--- config.mk ---
export PLATFORM = sky130hd
export DESIGN_NAME = wb_stream_reader_master_flat
export DESIGN_NICKNAME = d
export VERILOG_FILES = /design/src/rtl/wb_stream_reader_master_pkg.sv /design/src/rtl/wb_stream_reader_master_if.sv /design/src/rtl/wb_stream_reader_master_stream_fifo.sv /design/src/rtl/wb_stream_reader_master.sv /design/src/flat_wrapper.sv
export SDC_FILE = /design/constraint.sdc
export NUM_CORES = 1
export LEC_CHECK = 0
export BUFFER_PORTS_ARGS = -buffer_cell sky130_fd_sc_hd__buf_2
export CAP_MARGIN = 20
export CORE_ASPECT_RATIO = 0.6
export CORE_MARGIN = 2
export CORE_UTILIZATION = 57
export CTS_BUF_LIST = sky130_fd_sc_hd__clkbuf_8
export DETAILED_ROUTE_END_ITERATION = 10
export PLACE_DENSITY = 0.78
export SLEW_MARGIN = 15
export SYNTH_ARGS = -nofsm -noshare
export SYNTH_HDL_FRONTEND = slang
export SYNTH_SLANG_ARGS = --single-unit
export TNS_END_PERCENT = 30
--- constraint.sdc ---
create_clock -name wb_clk_i -period 6.3 [get_ports wb_clk_i]
set_clock_uncertainty 0.05 [all_clocks]
set_input_delay 1.26 -clock wb_clk_i [delete_from_list [all_inputs] [get_ports wb_clk_i]]
set_output_delay 1.26 -clock wb_clk_i [all_outputs]
set_load 0.005 [all_outputs]
--- src/rtl/wb_stream_reader_master_pkg.sv ---
// Shared encodings for the stream reader bus-master engine: FSM states and Wishbone
// cycle-type / burst-type codes. No logic; latency and backpressure live in the users.
package wb_stream_reader_master_pkg;

    typedef enum logic [1:0] {
        ST_IDLE  = 2'd0,
        ST_WAIT  = 2'd1,
        ST_BURST = 2'd2,
        ST_DRAIN = 2'd3
    } state_e;

    localparam logic [2:0] CTI_CLASSIC = 3'b000;
    localparam logic [2:0] CTI_INCR    = 3'b010;
    localparam logic [2:0] CTI_EOB     = 3'b111;
    localparam logic [1:0] BTE_LINEAR  = 2'b00;

endpackage

--- src/rtl/wb_stream_reader_master_if.sv ---
// Wishbone read-master bus plus the outgoing valid/ready word stream of the reader engine.
// Pure wiring; the master modport is the engine side, slave is the memory/sink side.
interface wb_stream_reader_master_if #(
    parameter int WB_AW = 32,
    parameter int WB_DW = 32
);
    logic [WB_AW-1:0]   m_adr_o;
    logic               m_cyc_o;
    logic               m_stb_o;
    logic               m_we_o;
    logic [WB_DW/8-1:0] m_sel_o;
    logic [2:0]         m_cti_o;
    logic [1:0]         m_bte_o;
    logic [WB_DW-1:0]   m_dat_i;
    logic               m_ack_i;
    logic               m_err_i;

    logic [WB_DW-1:0]   stream_data_o;
    logic               stream_valid_o;
    logic               stream_ready_i;

    modport master (
        output m_adr_o, m_cyc_o, m_stb_o, m_we_o, m_sel_o, m_cti_o, m_bte_o,
        input  m_dat_i, m_ack_i, m_err_i,
        output stream_data_o, stream_valid_o,
        input  stream_ready_i
    );

    modport slave (
        input  m_adr_o, m_cyc_o, m_stb_o, m_we_o, m_sel_o, m_cti_o, m_bte_o,
        output m_dat_i, m_ack_i, m_err_i,
        input  stream_data_o, stream_valid_o,
        output stream_ready_i
    );

endinterface

--- src/rtl/wb_stream_reader_master_stream_fifo.sv ---
// Synchronous first-word-fall-through FIFO: head word visible with zero read latency.
// Push when full and pop when empty are dropped; simultaneous push/pop keeps the level.
module wb_stream_reader_master_stream_fifo #(
    parameter int DW = 32,
    parameter int AW = 5
) (
    input  logic          clk_i,
    input  logic          rst_n_i,
    input  logic          push_i,
    input  logic [DW-1:0] push_dat_i,
    input  logic          pop_i,
    output logic [DW-1:0] pop_dat_o,
    output logic          full_o,
    output logic          empty_o,
    output logic [AW:0]   level_o
);
    localparam int            DEPTH   = 1 << AW;
    localparam int            PW      = AW + 1;
    localparam logic [AW:0]   DEPTH_L = PW'(DEPTH);

    logic [DW-1:0] mem_q [DEPTH];
    logic [AW:0]   wr_ptr_q, wr_ptr_d;
    logic [AW:0]   rd_ptr_q, rd_ptr_d;
    logic          do_push, do_pop;

    // Pointers carry one extra wrap bit so full and empty are distinguishable.
    assign level_o   = wr_ptr_q - rd_ptr_q;
    assign full_o    = (level_o == DEPTH_L);
    assign empty_o   = (level_o == '0);
    assign do_push   = push_i & ~full_o;
    assign do_pop    = pop_i & ~empty_o;
    assign wr_ptr_d  = wr_ptr_q + PW'(do_push);
    assign rd_ptr_d  = rd_ptr_q + PW'(do_pop);
    assign pop_dat_o = mem_q[rd_ptr_q[AW-1:0]];

    always_ff @(posedge clk_i or negedge rst_n_i) begin
        if (!rst_n_i) begin
            wr_ptr_q <= '0;
            rd_ptr_q <= '0;
        end else begin
            wr_ptr_q <= wr_ptr_d;
            rd_ptr_q <= rd_ptr_d;
        end
    end

    always_ff @(posedge clk_i) begin
        if (do_push) begin
            mem_q[wr_ptr_q[AW-1:0]] <= push_dat_i;
        end
    end

endmodule

--- src/rtl/wb_stream_reader_master.sv ---
// Reads buf_size words from start_adr with incrementing Wishbone bursts into a FWFT FIFO and
// streams them out (zero read latency); a burst starts only once the FIFO has room for all of it.
module wb_stream_reader_master
    import wb_stream_reader_master_pkg::*;
#(
    parameter int WB_AW   = 32,
    parameter int WB_DW   = 32,
    parameter int FIFO_AW = 5
) (
    input  logic                      wb_clk_i,
    input  logic                      wb_rst_n_i,
    input  logic                      enable,
    input  logic [WB_AW-1:0]          start_adr,
    input  logic [WB_AW-1:0]          buf_size,
    input  logic [WB_AW-1:0]          burst_size,
    output logic                      busy,
    output logic [WB_DW-1:0]          tx_cnt,
    output logic                      error,
    wb_stream_reader_master_if.master bus
);
    localparam int               DEPTH    = 1 << FIFO_AW;
    localparam int               BW       = FIFO_AW + 1;
    localparam int               BYTES    = WB_DW / 8;
    localparam logic [WB_AW-1:0] ADR_STEP = WB_AW'(BYTES);
    localparam logic [WB_AW-1:0] ADR_LSB  = WB_AW'(BYTES - 1);
    localparam logic [WB_AW-1:0] DEPTH_W  = WB_AW'(DEPTH);
    localparam logic [WB_AW-1:0] ONE_W    = WB_AW'(1);
    localparam logic [BW-1:0]    DEPTH_B  = BW'(DEPTH);
    localparam logic [BW-1:0]    ONE_B    = BW'(1);
    localparam logic [BW-1:0]    TWO_B    = BW'(2);

    state_e           state_q;
    logic             enable_q;
    logic [WB_AW-1:0] adr_q;
    logic [WB_AW-1:0] remaining_q;
    logic [BW-1:0]    burst_q;
    logic [BW-1:0]    beats_q;
    logic             cyc_q;
    logic [2:0]       cti_q;
    logic             busy_q;
    logic             error_q;
    logic [WB_DW-1:0] tx_cnt_q;

    logic [BW-1:0]    burst_d;
    logic [BW-1:0]    beat_cnt;
    logic [BW-1:0]    fifo_level;
    logic [BW-1:0]    fifo_free;
    logic             fifo_full;
    logic             fifo_empty;
    logic             start;
    logic             push;
    logic             pop;
    logic             last_pop;

    always_comb begin
        burst_d = DEPTH_B;
        if (burst_size == '0) begin
            burst_d = ONE_B;
        end else if (burst_size <= DEPTH_W) begin
            burst_d = burst_size[BW-1:0];
        end
    end

    assign beat_cnt  = (remaining_q < WB_AW'(burst_q)) ? remaining_q[BW-1:0] : burst_q;
    assign fifo_free = DEPTH_B - fifo_level;
    assign start     = enable & ~enable_q & (state_q == ST_IDLE) & (buf_size != '0);
    assign push      = (state_q == ST_BURST) & cyc_q & bus.m_ack_i & ~bus.m_err_i & ~fifo_full;
    assign pop       = ~fifo_empty & bus.stream_ready_i;
    assign last_pop  = fifo_empty | ((fifo_level == ONE_B) & pop);

    wb_stream_reader_master_stream_fifo #(
        .DW (WB_DW),
        .AW (FIFO_AW)
    ) u_stream_fifo (
        .clk_i      (wb_clk_i),
        .rst_n_i    (wb_rst_n_i),
        .push_i     (push),
        .push_dat_i (bus.m_dat_i),
        .pop_i      (pop),
        .pop_dat_o  (bus.stream_data_o),
        .full_o     (fifo_full),
        .empty_o    (fifo_empty),
        .level_o    (fifo_level)
    );

    always_ff @(posedge wb_clk_i or negedge wb_rst_n_i) begin
        if (!wb_rst_n_i) begin
            state_q     <= ST_IDLE;
            // Held high through reset so an enable level that survives reset is not a new start.
            enable_q    <= 1'b1;
            adr_q       <= '0;
            remaining_q <= '0;
            burst_q     <= ONE_B;
            beats_q     <= '0;
            cyc_q       <= 1'b0;
            cti_q       <= CTI_CLASSIC;
            busy_q      <= 1'b0;
            error_q     <= 1'b0;
            tx_cnt_q    <= '0;
        end else begin
            enable_q <= enable;
            if (pop) begin
                tx_cnt_q <= tx_cnt_q + WB_DW'(1);
            end
            case (state_q)
                ST_IDLE: begin
                    if (start) begin
                        adr_q       <= start_adr & ~ADR_LSB;
                        remaining_q <= buf_size;
                        burst_q     <= burst_d;
                        tx_cnt_q    <= '0;
                        error_q     <= 1'b0;
                        busy_q      <= 1'b1;
                        state_q     <= ST_WAIT;
                    end
                end
                ST_WAIT: begin
                    // Whole burst must fit, so every ack can be absorbed without stalling.
                    if (fifo_free >= beat_cnt) begin
                        beats_q <= beat_cnt;
                        cyc_q   <= 1'b1;
                        cti_q   <= (beat_cnt == ONE_B) ? CTI_EOB : CTI_INCR;
                        state_q <= ST_BURST;
                    end
                end
                ST_BURST: begin
                    if (bus.m_err_i) begin
                        cyc_q       <= 1'b0;
                        cti_q       <= CTI_CLASSIC;
                        error_q     <= 1'b1;
                        remaining_q <= '0;
                        state_q     <= ST_DRAIN;
                    end else if (bus.m_ack_i) begin
                        adr_q       <= adr_q + ADR_STEP;
                        remaining_q <= remaining_q - ONE_W;
                        beats_q     <= beats_q - ONE_B;
                        if (beats_q == ONE_B) begin
                            cyc_q   <= 1'b0;
                            cti_q   <= CTI_CLASSIC;
                            state_q <= (remaining_q == ONE_W) ? ST_DRAIN : ST_WAIT;
                        end else if (beats_q == TWO_B) begin
                            cti_q <= CTI_EOB;
                        end
                    end
                end
                ST_DRAIN: begin
                    // Leave on the very edge that hands over the last word.
                    if (last_pop) begin
                        busy_q  <= 1'b0;
                        state_q <= ST_IDLE;
                    end
                end
            endcase
        end
    end

    assign bus.m_adr_o        = adr_q;
    assign bus.m_cyc_o        = cyc_q;
    assign bus.m_stb_o        = cyc_q;
    assign bus.m_we_o         = 1'b0;
    assign bus.m_sel_o        = '1;
    assign bus.m_cti_o        = cti_q;
    assign bus.m_bte_o        = BTE_LINEAR;
    assign bus.stream_valid_o = ~fifo_empty;

    assign busy   = busy_q;
    assign tx_cnt = tx_cnt_q;
    assign error  = error_q;

endmodule

--- src/flat_wrapper.sv ---
// flat-port wrapper written by rule: the top's interface ports become plain ports
module wb_stream_reader_master_flat import wb_stream_reader_master_pkg::*;
#(
    parameter int WB_AW   = 32,
    parameter int WB_DW   = 32,
    parameter int FIFO_AW = 5
)
  (wb_clk_i, wb_rst_n_i, enable, start_adr, buf_size, burst_size, busy, tx_cnt, error, bus_m_adr_o, bus_m_cyc_o, bus_m_stb_o, bus_m_we_o, bus_m_sel_o, bus_m_cti_o, bus_m_bte_o, bus_m_dat_i, bus_m_ack_i, bus_m_err_i, bus_stream_data_o, bus_stream_valid_o, bus_stream_ready_i);
  wb_stream_reader_master_if #(.WB_AW(WB_AW), .WB_DW(WB_DW)) bus_i ();
  input  logic wb_clk_i;
  input  logic wb_rst_n_i;
  input  logic enable;
  input  logic [WB_AW-1:0] start_adr;
  input  logic [WB_AW-1:0] buf_size;
  input  logic [WB_AW-1:0] burst_size;
  output logic busy;
  output logic [WB_DW-1:0] tx_cnt;
  output logic error;
  output wire logic [$bits(bus_i.m_adr_o)-1:0] bus_m_adr_o;
  output wire logic [$bits(bus_i.m_cyc_o)-1:0] bus_m_cyc_o;
  output wire logic [$bits(bus_i.m_stb_o)-1:0] bus_m_stb_o;
  output wire logic [$bits(bus_i.m_we_o)-1:0] bus_m_we_o;
  output wire logic [$bits(bus_i.m_sel_o)-1:0] bus_m_sel_o;
  output wire logic [$bits(bus_i.m_cti_o)-1:0] bus_m_cti_o;
  output wire logic [$bits(bus_i.m_bte_o)-1:0] bus_m_bte_o;
  input wire logic [$bits(bus_i.m_dat_i)-1:0] bus_m_dat_i;
  input wire logic [$bits(bus_i.m_ack_i)-1:0] bus_m_ack_i;
  input wire logic [$bits(bus_i.m_err_i)-1:0] bus_m_err_i;
  output wire logic [$bits(bus_i.stream_data_o)-1:0] bus_stream_data_o;
  output wire logic [$bits(bus_i.stream_valid_o)-1:0] bus_stream_valid_o;
  input wire logic [$bits(bus_i.stream_ready_i)-1:0] bus_stream_ready_i;
  assign bus_m_adr_o = bus_i.m_adr_o;
  assign bus_m_cyc_o = bus_i.m_cyc_o;
  assign bus_m_stb_o = bus_i.m_stb_o;
  assign bus_m_we_o = bus_i.m_we_o;
  assign bus_m_sel_o = bus_i.m_sel_o;
  assign bus_m_cti_o = bus_i.m_cti_o;
  assign bus_m_bte_o = bus_i.m_bte_o;
  assign bus_i.m_dat_i = bus_m_dat_i;
  assign bus_i.m_ack_i = bus_m_ack_i;
  assign bus_i.m_err_i = bus_m_err_i;
  assign bus_stream_data_o = bus_i.stream_data_o;
  assign bus_stream_valid_o = bus_i.stream_valid_o;
  assign bus_i.stream_ready_i = bus_stream_ready_i;
  wb_stream_reader_master #(.WB_AW(WB_AW), .WB_DW(WB_DW), .FIFO_AW(FIFO_AW)) u_core (.wb_clk_i(wb_clk_i), .wb_rst_n_i(wb_rst_n_i), .enable(enable), .start_adr(start_adr), .buf_size(buf_size), .burst_size(burst_size), .busy(busy), .tx_cnt(tx_cnt), .error(error), .bus(bus_i));
endmodule
==> flow_metrics.tcl, run 1 <==
set metrics [dict create \
    status "finished, final reports clean" \
    rsz0062_at_grt "no" \
    grt_max_degree 139 \
    setup_viol 0 \
    synth_edf_count 1024 \
    utilization 0.6449 \
    swShare 0.3394 \
    multiInputGateArea_sq_um 12680 \
    routabilityCongestion 0.8709 \
    async_reset_ff_frac 0.1096 \
    cts.hold.buffers_added 0 \
    layout.cells.non_filler 4287 \
    path_class "flop to output pin" \
    fmax_ghz 0.1753 \
    syn_area_sq_um 47190 \
    cap_violations 0 \
    power_switching_mw 7.213 \
    synthMuxAreaShare 0.1176 \
    fin_crit_ns 5.703 \
    synth_top_flop_cell "edfxtp_1" \
    syn2layout_area_growth_pct 11.64 \
    antenna_found_initial 5 \
    total_leakage_power_nw 18.21 \
    ys_types 83 \
    die_height_um 226.9 \
    dp_cells 4005 \
    synth_most_common_cell "edfxtp_1" \
    grt_pass1_vias 28296 \
    post_cts_buffers 0 \
    htreeDepth 4 \
    die_x_um 375.4 \
    netlist_instances 2803 \
    pin_count 245 \
    grt_pass1_wl_mm 175.5 \
    synthAdderAreaFrac 0.008114 \
    powerDensity_nw_per_um2 403.4 \
    cts_resized 0 \
    placementRows 81 \
    relSlewSlack 0.2616 \
    synth_top_family_by_area "multiplexers" \
    avgSynthCellArea_sq_um 16.83 \
    ys_seq_area_frac 0.7186 \
    nFillCells 5435 \
    drv_slew 0 \
    hold_viol_final 0 \
    postRouteAntennaNets 0 \
    dieArea_sq_um 85170 \
    grtUsageTotal 0.2790 \
    worst-path-max-fanout 49 \
    initialDrtViolationCount 3804 \
    nets 3253 \
    ys_warn_count 0 \
    via_per_inst 6.663 \
    drc 0 \
    power_frac_comb 0.322 \
    cp.required_ns 4.99 \
    clk_path_buf_depth 3 \
    yosys_register_bits 1150 \
    clock_tree.root_cell "clkbuf_8" \
    place_hpwl_mm 64.86 \
    vias 28565 \
    clock-sinks 1150 \
    irDropWorstVdd_mv 0.3122 \
    insertion_delay_ns 0.82 \
    worstMarginPinSlew_ns 1.093 \
    yosysTopAreaCellShare 0.6517 \
    synthSimpleGateAreaFrac 0.04752 \
    total_power_mw 21.25 \
    wl_per_cell_um 27.29 \
    cts_tree "done" \
    cp.arrival_ns 4.39 \
    drt-total-wl_mm 117.0 \
    seq_power_share 0.427 \
    dr.pass1.iters 6 \
    start_util 0.5776 \
    coreArea_sq_um 81690 \
    intPower_mw 14.04 \
    seqCellArea_sq_um 33920 \
    synthTopCellsByCount "edfxtp_1 (1024), mux2i_1 (193), a21oi_1 (171)" \
    synth_compound_area_frac 0.08573 \
    worstSetupStartpointType "flop" \
    holdWs_ns 0.3700 \
    synth_xor_area_frac 0.003155 \
    cts.clk_slew.worst_paths_ns 0.07 \
    hp-class "input port to async pin" \
    clkPwrFrac 0.250 \
    io_buffers 233 \
    yosysTopAreaCell "edfxtp_1" \
    synth.area.top_cells "edfxtp_1 (65%), mux4_2 (7.6%), dfrtp_1 (6.6%)" \
    fin_tns_setup_ns 0 \
    layout-drive-gt1-share 0.2253 \
    cts_buffers 158 \
    end_kind "output pin" \
    grt_overflow 0 \
    finalCritPeriodShare 0.9052 \
]
[final cells by class]
type	count	share of cell area
diodes	3	0.0001425
clock buffers	164	0.04285
clock inverters	112	0.01128
inverters	33	0.002351
multi-input cells	1447	0.2408
flip-flops and latches	1150	0.6439
well taps	1079	0.02563
repair buffers	299	0.03306
[through the flow]
stage / instance area [sq um] / setup WS [ns]
floorplan: 47210 / 0.1819
global placement: 49750 / 1.409
finish: 52680 / 0.5970
global route: 52680 / 0.2766
CTS: 52620 / 0.6142
detailed placement: 49770 / 1.237
[per-layer routing]
layer	share of wire	vias to the layer above	track usage
li1	-	12036	-
met1	0.40	14509	0.4053
met2	0.46	1791	0.4239
met3	0.12	227	0.06455
met4	0.025	2	0.08939
met5	0.000060	-	0
[critical path: stages (launching register included)]
cell and delay [ns]:
dfrtp_1 0.70, clkinv_1 0.48, ha_1 0.36, inv_1 0.07, fa_1 0.41, inv_1 0.10
ha_1 0.24, nor3b_1 0.20, mux2i_1 0.21, nor4_2 0.18, buf_4 0.42, inv_1 0.06
buf_2 0.14
[power groups by stage]
| stage | Clock (mW) | Combinational (mW) | Sequential (mW) |
|---|---|---|---|
| 2_1_floorplan | 0 | 4.74 | 8.98 |
| 3_3_place_gp | 0 | 6.59 | 9.19 |
| 3_5_place_dp | 0 | 6.76 | 9.22 |
| 4_1_cts | 5.40 | 6.80 | 9.06 |
| 5_1_grt | 5.74 | 7.37 | 9.12 |
| 6_report | 5.32 | 6.85 | 9.08 |
[path summary, 6_finish.rpt]
check                      depth (start not counted)  slack, ns                                  startpoint                                          end
setup reg to reg                                  11       1.03  u_core.u_stream_fifo.wr_ptr_q[0]$_DFF_PN0_  u_core.u_stream_fifo.mem_q[10][6]$_DFFE_PP_
hold / removal                                     1       0.37                                  wb_rst_n_i   u_core.u_stream_fifo.wr_ptr_q[1]$_DFF_PN0_
setup / recovery                                  12       0.60  u_core.u_stream_fifo.wr_ptr_q[0]$_DFF_PN0_                           bus_stream_valid_o
max in group asynchronous                          3       4.47                                  wb_rst_n_i           u_core.bus.m_adr_o[13]$_DFFE_PN0P_
hold reg to reg                                    1       0.45  u_core.u_stream_fifo.wr_ptr_q[5]$_DFF_PN0_   u_core.u_stream_fifo.wr_ptr_q[5]$_DFF_PN0_
min in group wb_clk_i                              1       0.45  u_core.u_stream_fifo.wr_ptr_q[5]$_DFF_PN0_   u_core.u_stream_fifo.wr_ptr_q[5]$_DFF_PN0_
[sequential cells by signal (all words and copies together) (netlist names), 2 cells and up]
| name | flops |
|---|---|
| u_core.bus.m_adr_o | 30 |
| u_core.state_q | 2 |
| u_core.u_stream_fifo.wr_ptr_q | 6 |
| u_core.bus.m_cti_o | 2 |
| u_core.tx_cnt | 32 |
| u_core.burst_q | 6 |
| u_core.remaining_q | 32 |
| u_core.u_stream_fifo.mem_q | 1024 |
| u_core.u_stream_fifo.rd_ptr_q | 6 |
| u_core.beats_q | 6 |
[cell families (layout without fill, tap and decap cells)]
| family | after synthesis | count (layout) |
|---|---|---|
| AOI/OAI and AO/OA | 619 | 619 |
| and+or+nand+nor | 418 | 418 |
| adders and majority gates | 30 | 30 |
| other | 2 | 12 |
| xor gates and xnor gates | 17 | 17 |
| muxes | 354 | 354 |
| DFF | 1150 | 1150 |
| buffers and inverters | 213 | 608 |
[cell usage in the layout, fill, tap and decap left out, types with 29 or more instances in the layout]
cell type  instances
o221ai_1          96
mux4_2           160
a21oi_1          171
nor3_1            49
clkbuf_8         164
edfxtp_1        1024
nand3_1           35
a21o_1            37
nor2_1            72
inv_1             73
buf_2            232
buf_4             60
o21ai_0          120
o22ai_1           74
nand2_1           67
mux2i_1          193
ha_1              29
clkinv_1          46
dfrtp_1          119
No activity file was read; power rests on OpenSTA's default activity.
==> run 2, diff against run 1 <==
Settings changed: GPL_TIMING_DRIVEN from default to 0.
==> flow_metrics.tcl, run 2 (synthesized netlist as in run 1, its figures left out) <==
set metrics [dict create \
    insertion_delay_ns 0.87 \
    cp.required_ns 4.99 \
    cts_buffers 162 \
    nets 3497 \
    routabilityCongestion 0.9240 \
    initialDrtViolationCount 5280 \
    pin_count 245 \
    worstSetupStartpointType "flop" \
    setup_viol 0 \
    cts_tree "done" \
    placementRows 81 \
    dieArea_sq_um 85170 \
    total_leakage_power_nw 19.16 \
    grtUsageTotal 0.3236 \
    cts.clk_slew.worst_paths_ns 0.07 \
    worst-path-max-fanout 10 \
    cts_resized 1 \
    relSlewSlack 0.1807 \
    cp.arrival_ns 4.96 \
    dpl_cell_area_sq_um 51250 \
    largest_reg_flops 1024 \
    grt_pass1_wl_mm 197.7 \
    fin_crit_ns 6.271 \
    hold_viol_final 0 \
    cap_violations 0 \
    syn2layout_area_growth_pct 15.18 \
    coreArea_sq_um 81690 \
    irDropWorstVdd_mv 0.2727 \
    dr.pass1.iters 6 \
    worstMarginPinSlew_ns 1.229 \
    grt_overflow 0 \
    end_kind "output pin" \
    via_per_inst 6.823 \
    clock-sinks 1150 \
    fin_ws_ns 0.02896 \
    timing.reg2reg.worst_path_depth 15 \
    finalCritPeriodShare 0.9954 \
    postRouteAntennaNets 0 \
    start_util 0.5776 \
    dp_slack_ns 0.2600 \
    rsz0062_at_grt "no" \
    io_buffers 232 \
    fmax_ghz 0.1595 \
    layout-drive-gt1-share 0.2444 \
    path_cells "clkbuf_1, inv_1, nand2_1, clkbuf_1, buf_1, o221ai_1, o22ai_1, a21oi_1, a21o_1, buf_2" \
    utilization 0.6653 \
    clk_path_buf_depth 3 \
    layout_common_cells "edfxtp_1 (1024), buf_2 (313), mux2i_1 (193), clkbuf_8 (176), a21oi_1 (171)" \
    htreeDepth 4 \
    total_power_mw 22.40 \
    drv_slew 0 \
    crit_top_cell "clkbuf_1" \
    vias 31003 \
    hp-class "input port to async pin" \
    critPathSlowestCell "clkbuf_1" \
    place_hpwl_mm 95.85 \
    worst_path_dominant_cell_family "buffers and inverters" \
    cpPeakStageDelay_ns 0.76 \
    die_x_um 375.4 \
    wl_per_cell_um 30.23 \
    drt-total-wl_mm 137.4 \
    powerDensity_nw_per_um2 412.3 \
    drc 0 \
    grt_pass1_vias 29557 \
    status "finished, final reports clean" \
    clock_tree.root_cell "clkbuf_8" \
    die_height_um 226.9 \
    grt_max_degree 94 \
    path_class "flop to output pin" \
    post_cts_buffers 0 \
    antenna_found_initial 4 \
    crit_buf_inv 5 \
    fin_tns_setup_ns 0 \
    layout_commonest_cell "edfxtp_1" \
    cp_num_cells 10 \
    fin_area_sq_um 54350 \
    cts.hold.buffers_added 0 \
]
run 2: through the flow:
step                      instances  hold WS [ns]
after floorplan                2810        0.4104
after global placement         4121        0.4248
after detailed placement       4246        0.4338
after CTS                      4538        0.1545
after global routing           4544        0.2145
final                          4544        0.2202
run 2: per-layer routing:
layer	vias up	global-route usage	part of all wire
met5	-	0	0.00026
met4	2	0.1013	0.027
met3	308	0.08685	0.15
met2	2644	0.4476	0.42
met1	15492	0.5021	0.41
li1	12557	-	-
run 2: final cells by class:
cell class | instances | area, sq um
Inverter | 33 | 123.9
Tap cell | 1079 | 1350
Clock inverter | 116 | 620.6
Multi-Input combinational cell | 1447 | 12630
Fill cell | 5361 | 27340
Timing Repair Buffer | 361 | 2502
Clock buffer | 176 | 2422
Antenna cell | 4 | 10.01
Buffer | 178 | 778.2
Sequential cell | 1150 | 33910
run 2: worst paths after layout:
check / slack (ns) / end / startpoint
worst max-delay path: 0.03 / bus_stream_data_o[1] / u_core.u_stream_fifo.rd_ptr_q[1]$_DFF_PN0_
worst min-delay path: 0.22 / u_core.tx_cnt[22]$_DFF_PN0_ / wb_rst_n_i
worst max register to register: 0.27 / u_core.u_stream_fifo.mem_q[17][31]$_DFFE_PP_ / u_core.u_stream_fifo.rd_ptr_q[3]$_DFF_PN0_
worst min register to register: 0.45 / u_core.u_stream_fifo.wr_ptr_q[5]$_DFF_PN0_ / u_core.u_stream_fifo.wr_ptr_q[5]$_DFF_PN0_
max in group asynchronous: 5.13 / u_core.bus.m_adr_o[17]$_DFFE_PN0P_ / wb_rst_n_i
min in group wb_clk_i: 0.45 / u_core.u_stream_fifo.wr_ptr_q[5]$_DFF_PN0_ / u_core.u_stream_fifo.wr_ptr_q[5]$_DFF_PN0_
run 2: worst register-to-register path, cell delays in order, from the launching register on:
cell and delay, ns:
dfrtp_1 0.41, clkinv_1 0.16, clkbuf_1 0.57, clkbuf_2 0.62
ha_1 0.34, inv_1 0.08, a211oi_1 0.17, o32ai_1 0.18
nor2_1 0.39, o21ai_1 0.40, buf_2 0.35, nor4_2 0.96
buf_4 0.32, buf_2 0.24, buf_2 0.25, buf_2 0.24
run 2: report_power, final:
part / internal, mW / switching [mW] / leakage [nW]
Clock: 2.74 / 2.86 / 1.74
Sequential: 8.58 / 0.354 / 10.8
Combinational: 2.94 / 4.92 / 6.64
Total: 14.3 / 8.14 / 19.2
